<file path="src/rtl/keypad_pkg.sv">
// keypad_pkg: shared definitions for the keypad code entry front end.
//   CODE_W : width of an assembled code (4 bits per hex digit).
//   key_e  : encoding of the key_type input.
//   state_e: entry phase (login/old code, or new code).
package keypad_pkg;

  localparam int CODE_W = 16;

  typedef enum logic [1:0] {
    KEY_DIGIT = 2'b00,
    KEY_ENT   = 2'b01,
    KEY_CHG   = 2'b10,
    KEY_CLR   = 2'b11
  } key_e;

  typedef enum logic {
    S_OLD = 1'b0,
    S_NEW = 1'b1
  } state_e;

endpackage

</file>
<file path="src/rtl/keypad_idle_timer.sv">
// keypad_idle_timer: idle counter that flags a stale partial entry.
//   clk, reset : clock, asynchronous active-low reset
//   reload     : an accepted key; restarts the count from 0
//   run        : an entry is in progress, so idle time is counted
//   expire     : TIMEOUT_CYCLES-1 idle cycles have elapsed; the owner
//                discards the entry on the next edge
module keypad_idle_timer #(
  parameter int unsigned TIMEOUT_CYCLES = 1000000
) (
  input  logic clk,
  input  logic reset,
  input  logic reload,
  input  logic run,
  output logic expire
);

  localparam int unsigned W = (TIMEOUT_CYCLES > 2) ? $clog2(TIMEOUT_CYCLES) : 1;
  localparam logic [W-1:0] LAST = W'(TIMEOUT_CYCLES - 1);

  logic [W-1:0] count;

  // A key in the expiry cycle wins, so reload masks expire.
  assign expire = run && !reload && (count == LAST);

  always_ff @(posedge clk or negedge reset) begin
    if (!reset) begin
      count <= '0;
    end else if (reload || expire || !run) begin
      count <= '0;
    end else begin
      count <= count + W'(1);
    end
  end

endmodule

</file>
<file path="src/rtl/keypad_code_entry.sv">
// keypad_code_entry: assembles hex keypad strokes into 16-bit codes and
// issues one-cycle login (enter) and change-password (chg_pass) commands.
//   clk, reset  : clock, asynchronous active-low reset
//   key_valid   : one-cycle key strobe
//   key_type    : 00 DIGIT, 01 ENT, 10 CHG, 11 CLR
//   key_digit   : hex digit value (DIGIT only)
//   passin      : login / old code, held between commands
//   newpass     : new code, held between commands
//   enter       : one-cycle login command
//   chg_pass    : one-cycle change-password command
//   digit_cnt   : digits in the current buffer (0..DIGITS)
//   phase_new   : high while collecting the new code
//   timeout_evt : one-cycle pulse when an idle entry is discarded
// Build option: define KEYPAD_TIMEOUT_EN to include the idle timeout;
// without it timeout_evt stays 0 and partial entries persist.
module keypad_code_entry
  import keypad_pkg::*;
#(
  parameter int unsigned DIGITS         = 4,
  parameter int unsigned TIMEOUT_CYCLES = 1000000
) (
  input  logic              clk,
  input  logic              reset,
  input  logic              key_valid,
  input  logic [1:0]        key_type,
  input  logic [3:0]        key_digit,
  output logic [CODE_W-1:0] passin,
  output logic [CODE_W-1:0] newpass,
  output logic              enter,
  output logic              chg_pass,
  output logic [2:0]        digit_cnt,
  output logic              phase_new,
  output logic              timeout_evt
);

  if (4 * DIGITS != CODE_W || TIMEOUT_CYCLES == 0) begin : g_bad_cfg
    $error("keypad_code_entry: DIGITS must give a 16-bit code and TIMEOUT_CYCLES must be nonzero");
  end

  localparam logic [2:0] FULL = 3'(DIGITS);

  state_e              state, state_n;
  logic [CODE_W-1:0]   code_buf, code_buf_n;
  logic [CODE_W-1:0]   old_hold, old_hold_n;
  logic [CODE_W-1:0]   passin_n, newpass_n;
  logic [2:0]          cnt_n;
  logic                enter_n, chg_n, tevt_n;
  logic                expire;
  logic                full;

  assign full = (digit_cnt == FULL);

`ifdef KEYPAD_TIMEOUT_EN
  keypad_idle_timer #(
    .TIMEOUT_CYCLES(TIMEOUT_CYCLES)
  ) u_idle_timer (
    .clk   (clk),
    .reset (reset),
    .reload(key_valid),
    .run   ((digit_cnt != '0) || (state == S_NEW)),
    .expire(expire)
  );
`else
  assign expire = 1'b0;
`endif

  always_ff @(posedge clk or negedge reset) begin
    if (!reset) begin
      state       <= S_OLD;
      code_buf    <= '0;
      old_hold    <= '0;
      passin      <= '0;
      newpass     <= '0;
      enter       <= 1'b0;
      chg_pass    <= 1'b0;
      digit_cnt   <= '0;
      phase_new   <= 1'b0;
      timeout_evt <= 1'b0;
    end else begin
      state       <= state_n;
      code_buf    <= code_buf_n;
      old_hold    <= old_hold_n;
      passin      <= passin_n;
      newpass     <= newpass_n;
      enter       <= enter_n;
      chg_pass    <= chg_n;
      digit_cnt   <= cnt_n;
      // Registered copy of the next state so the output has no decode logic.
      phase_new   <= (state_n == S_NEW);
      timeout_evt <= tevt_n;
    end
  end

  always_comb begin
    state_n    = state;
    code_buf_n = code_buf;
    old_hold_n = old_hold;
    passin_n   = passin;
    newpass_n  = newpass;
    cnt_n      = digit_cnt;
    enter_n    = 1'b0;
    chg_n      = 1'b0;
    tevt_n     = 1'b0;

    if (key_valid) begin
      unique case (key_e'(key_type))
        KEY_DIGIT: begin
          if (!full) begin
            code_buf_n = {code_buf[CODE_W-5:0], key_digit};
            cnt_n      = digit_cnt + 3'd1;
          end
        end
        KEY_ENT: begin
          if (state == S_OLD) begin
            if (full) begin
              passin_n = code_buf;
              enter_n  = 1'b1;
            end
          end else if (full) begin
            passin_n  = old_hold;
            newpass_n = code_buf;
            chg_n     = 1'b1;
          end
          // Every ENT ends the current entry, issued or aborted.
          state_n    = S_OLD;
          old_hold_n = '0;
          code_buf_n = '0;
          cnt_n      = '0;
        end
        KEY_CHG: begin
          if (state == S_OLD && full) begin
            old_hold_n = code_buf;
            state_n    = S_NEW;
            code_buf_n = '0;
            cnt_n      = '0;
          end
        end
        KEY_CLR: begin
          state_n    = S_OLD;
          old_hold_n = '0;
          code_buf_n = '0;
          cnt_n      = '0;
        end
        default: ;
      endcase
    end else if (expire) begin
      state_n    = S_OLD;
      old_hold_n = '0;
      code_buf_n = '0;
      cnt_n      = '0;
      tevt_n     = 1'b1;
    end
  end

endmodule

</file>
<file path="config.mk">
export PLATFORM = sky130hd
export DESIGN_NAME = keypad_code_entry
export DESIGN_NICKNAME = d
export VERILOG_FILES = /design/src/rtl/keypad_pkg.sv /design/src/rtl/keypad_idle_timer.sv /design/src/rtl/keypad_code_entry.sv
export SDC_FILE = /design/constraint.sdc
export NUM_CORES = 1
export LEC_CHECK = 0
export CORE_UTILIZATION = 55
export DETAILED_ROUTE_END_ITERATION = 6
export PLACE_DENSITY = 0.81
export RECOVER_POWER = 25
export SETUP_SLACK_MARGIN = 0.4
export SYNTH_ARGS = -nofsm -noshare
export SYNTH_HDL_FRONTEND = slang
export SYNTH_SLANG_ARGS = --single-unit
</file>
<file path="constraint.sdc">
create_clock -name clk -period 4.15 [get_ports clk]
set_input_delay 0.415 -clock clk [delete_from_list [all_inputs] [get_ports clk]]
set_output_delay 0.415 -clock clk [all_outputs]
set_load 0.02 [all_outputs]
</file>
# Word level (Yosys, flattened, before mapping)
# Cells that the tools add are included.
# word_totals
input_bits,9
latchBits,0
register_bits,70
mem_bits_ro,0
ram_bits,0
out_inout_bits,39
elab_cells,44
memories,0
# classes
eq_ne,6
n_mul,0
div,0
reduce_logical,8
bitwise,1
shifts,0
n_addsub,1
order_cmp,0
n_mux,20
# ops
op,count
16-bit two-way mux,6
16-bit case mux with 3 select lines,1
16-bit case mux with 2 select lines,1
3-bit case mux with 3 select lines,1
3-bit AND reduction,3
1-bit two-way mux,8
3-bit two-way mux,2
2-bit == test (second input constant),2
2-bit inequality test (second input constant),2
4-bit AND reduction,1
3-bit by 1-bit adder with 3-bit output (second input constant),1
3-bit == test (second input constant),1
2-bit by 1-bit == test with 1-bit output (second input constant),1
2-bit zero test,1
1-bit case mux with 2 select lines,1
2-bit nonzero test,1
2-bit OR reduction,1
1-bit logical AND,1
1-bit NOT,1

# Longest topological paths before layout
# depth
word_depth,5
ltp_mapped,7
depth_no_buf,5

# Least setup slack after synthesis
# Ideal clock, no wire load.
# synth_timing
path_kind,register -> register
from,reg digit_cnt[0]
to,reg old_hold[10]
arrival_time_ns,1.700
slack_ns,2.325
setup_time_ns,0.125
path_buffers,2
required_ns,4.025
stages_incl_launch_ff,8
synth_period_minus_slack_ns,1.825
path_cell_list,dfrtp_1 -> inv_1 -> ha_1 -> and4b_4 -> o21a_1 -> buf_6 -> buf_12 -> mux2_4
# synth_via
elab_chain_cells,4
# synth_rtl
element,line_no,source
from (decl),keypad_code_entry.sv:31,"output logic [2:0] digit_cnt,"
from (signal assigned),keypad_code_entry.sv:87,digit_cnt <= cnt_n;
3-bit == test,keypad_code_entry.sv:51,assign full = (digit_cnt == FULL);
1-bit logical AND,keypad_code_entry.sv:131,if (state == S_OLD && full) begin
2-bit inequality test (no source line),--,
3-bit AND reduction (no source line),--,
to (signal assigned),keypad_code_entry.sv:82,old_hold <= old_hold_n;
to (decl),keypad_code_entry.sv:44,"logic [CODE_W-1:0] old_hold, old_hold_n;"
# Every way passes these cells.
# A chain may end at the register's enable or synchronous reset.

# Worst setup path in the final report
# layout_timing
from,in key_type[0]
to,reg passin[4]
# layout_via
elab_chain_cells,2
# layout_rtl
element,line_no,source
from (decl),keypad_code_entry.sv:25,"input logic [1:0] key_type,"
2-bit by 1-bit == test with 1-bit output,keypad_code_entry.sv:106,unique case (key_e'(key_type))
3-bit AND reduction (no source line),--,
to (signal assigned),keypad_code_entry.sv:83,passin <= passin_n;
to (decl),keypad_code_entry.sv:27,"output logic [CODE_W-1:0] passin,"
# Every way passes these cells.

==> metrics <==
die area=slightly below 6000 sq um; Distinct cells, synth=28; GP Congestion=~0.74; Cell Area, Synth=approximately 3100 sq um; first-pass GRT wire length=about 9400 um; Slew @ Worst Pin=about 1900 ps; Crit-path slowest cell=clkdlybuf4s50_1; Layout Skew=approximately 8.7 ps; sequential-to-total area share from yosys stat=0.571; Initial Utilization=0.585; DR vias=between 1,500 and 2,000; total power=~0.0013 W; Slew headroom=-0.248; initial antenna violation count=0; CP startpoint kind=input pin; Worst-path clk slew=around 70 ps; clk_lat worst skew=330 ps; number of synthesized flops with an enable pin=0; Root Buffer=clkbuf_8; Hold EP=newpass[6]; Slowest Stage Delay on Critical Path=between 900 and 1000 ps; Buf+Inv Stages, Crit Path=1; Post-Syn Nets=approximately 210; Clock Tree Buf Depth=2; post-cts sizing count=0; Avg WL per Cell=~17 um; crit-path max FO=20; Async S/R FF share, synth=1.00; Reg-to-Reg End=old_hold[1]; Setup CP Type=in2reg; FF-to-FF path depth=3; maximum VDD drop=about 0.00024 V; vias in the first global route=1,840; RSZ-0062 raised after global routing=false; Final ANT Viol Nets=0; Area Overhead vs Synth=20.5%; hold_buf cts=0; Std-Cell Rows=26; Worst Hold Class=reg2reg; first drt pass iteration count=4; worst-path cell chain=clkdlybuf4s50_1, nand2_2, nor3_4, mux2_2; postcts setup bufs=0; Overflow after GRT=0; Syn. warnings=0; most common cell in the netlist=dfrtp_1; top_reg_cell synth=dfrtp_1; largest cells by area after synthesis=dfrtp_1 (57%), mux2_2 (20%), a22o_1 (4.9%); max capacitance violation total=1; Hold Vio Cnt, Final=0; diode count=0; Tmin final=2580 ps; # H-tree levels=3; TritonCTS Sinks=70; required time worst endpoint=4360 ps; fin nets=~260; R2R Setup Slk=1640 ps; period utilization=0.621; Routed WL=5520 um; Yosys reg bits=70; Die X=around 77 um; status=finished, violations left; largest net degree at the start of global routing=38; Lkg Pwr=1.79 nW; PortBufs=46; layout cells sized above 1=0.337; fmax=388 MHz; Top delay family on crit path=simple AND/OR/NAND/NOR gates; Final setup viols=0; Placed Instances=approximately 310; core box area=5240 sq um; CP Data Arrival Time=2790 ps; CTS Buf Count=9; Power Dens Cells=359 nW/um^2; DR vias/cell=roughly 5.5; cell taking the most area after synthesis=dfrtp_1; Residual DRC=0; Post-Layout Cell Count=approximately 320; top cells by instance count after synthesis=dfrtp_1 (70), mux2_2 (55), a22o_1 (17); failing checks=capacitance limit, slew limit; # fillers=~360; Worst Setup End Kind=flip-flop; Slew Limit Fails=38; Yosys top cell area share=0.571; CTS tree=yes; cells after synthesis=about 200; Die Ht=76.7 um; final design utilization=0.705; hold path cells=1; syn_area_per_cell=about 15 sq um; FF-to-FF Start=state; IO Count=between 40 and 50; DRT iter0 DRCs=77; DP Wirelength=between 3000 and 4000 um; Setup TNS=0 ps; GRT Util Overall=0.207; hold path start=newpass[6]
per-stage QoR:
stage	instance area [sq um]	setup WS (ps)	hold slack (ps)
after floorplan	3070	2320	119
after global placement	3510	1240	471
after detailed placement	3510	1180	475
after CTS	3700	1520	184
after global routing	3690	1380	512
final	3690	1570	491
logic make-up (layout without fill, tap and decap cells):
family,Yosys count,in the layout,share of synthesized area
buf+inv,14,65,0.0371
mux,65,65,0.250
simple gates,27,27,0.0669
other cells,1,1,0.00122
flops,70,70,0.571
fa+ha+maj,2,2,0.00816
compound gates,22,22,0.0653
power breakdown:
group / switching [W] / internal (W)
clock network: 0.000245 / 0.000264
logic: 0.0000491 / 0.0000482
registers: 0.0000234 / 0.000697
sequential cells by signal, indices dropped and copies added (netlist names):
register	count
code_buf	16
newpass	16
old_hold	16
passin	16
digit_cnt	3
chg_pass	1
enter	1
state	1
cells in the final DEF, fill, tap and decap left out, types with 2 or more instances in the layout:
cell,instances
clkbuf_1,2
nor3_4,2
mux2_2,55
dfrtp_1,70
clkbuf_8,12
mux2_4,9
ha_1,2
a22o_1,17
clkinv_2,2
inv_1,2
nor2b_1,8
clkdlybuf4s50_1,45
and2b_1,9
o21a_1,2
how the worst max path moves through the flow:
stage | from | endpoint | depth (start not counted)
floorplan | digit_cnt[0] | old_hold[10] | 7
global placement | key_type[0] | newpass[10] | 4
detailed placement | key_type[0] | newpass[12] | 4
CTS | key_type[0] | passin[4] | 4
global route | key_type[0] | passin[3] | 4
finish | key_type[0] | passin[4] | 4
worst register-to-register path, stage by stage (launching register included):
cell and delay (ps):
dfrtp_1 710, and4b_4 510, o21a_1 740, mux2_2 430
layer usage:
layer / GRT usage / vias up / wire length (um)
met5: 0 / - / 0
met1: 0.290 / 892 / 2660
met2: 0.314 / 44 / 2560
li1: - / 819 / -
met3: 0.0405 / 7 / 213
met4: 0.0942 / 0 / 78
final cells by class:
class | instances | area, sq um | area share
sequential | 70 | 1750 | 0.474
multi-input combinational | 117 | 1200 | 0.325
timing repair buffer | 47 | 462 | 0.125
clock buffer | 13 | 169 | 0.0457
tap | 70 | 87.6 | 0.0237
clock inverter | 3 | 17.5 | 0.00474
inverter | 2 | 7.51 | 0.00203
(Power assumes the default switching activity.)
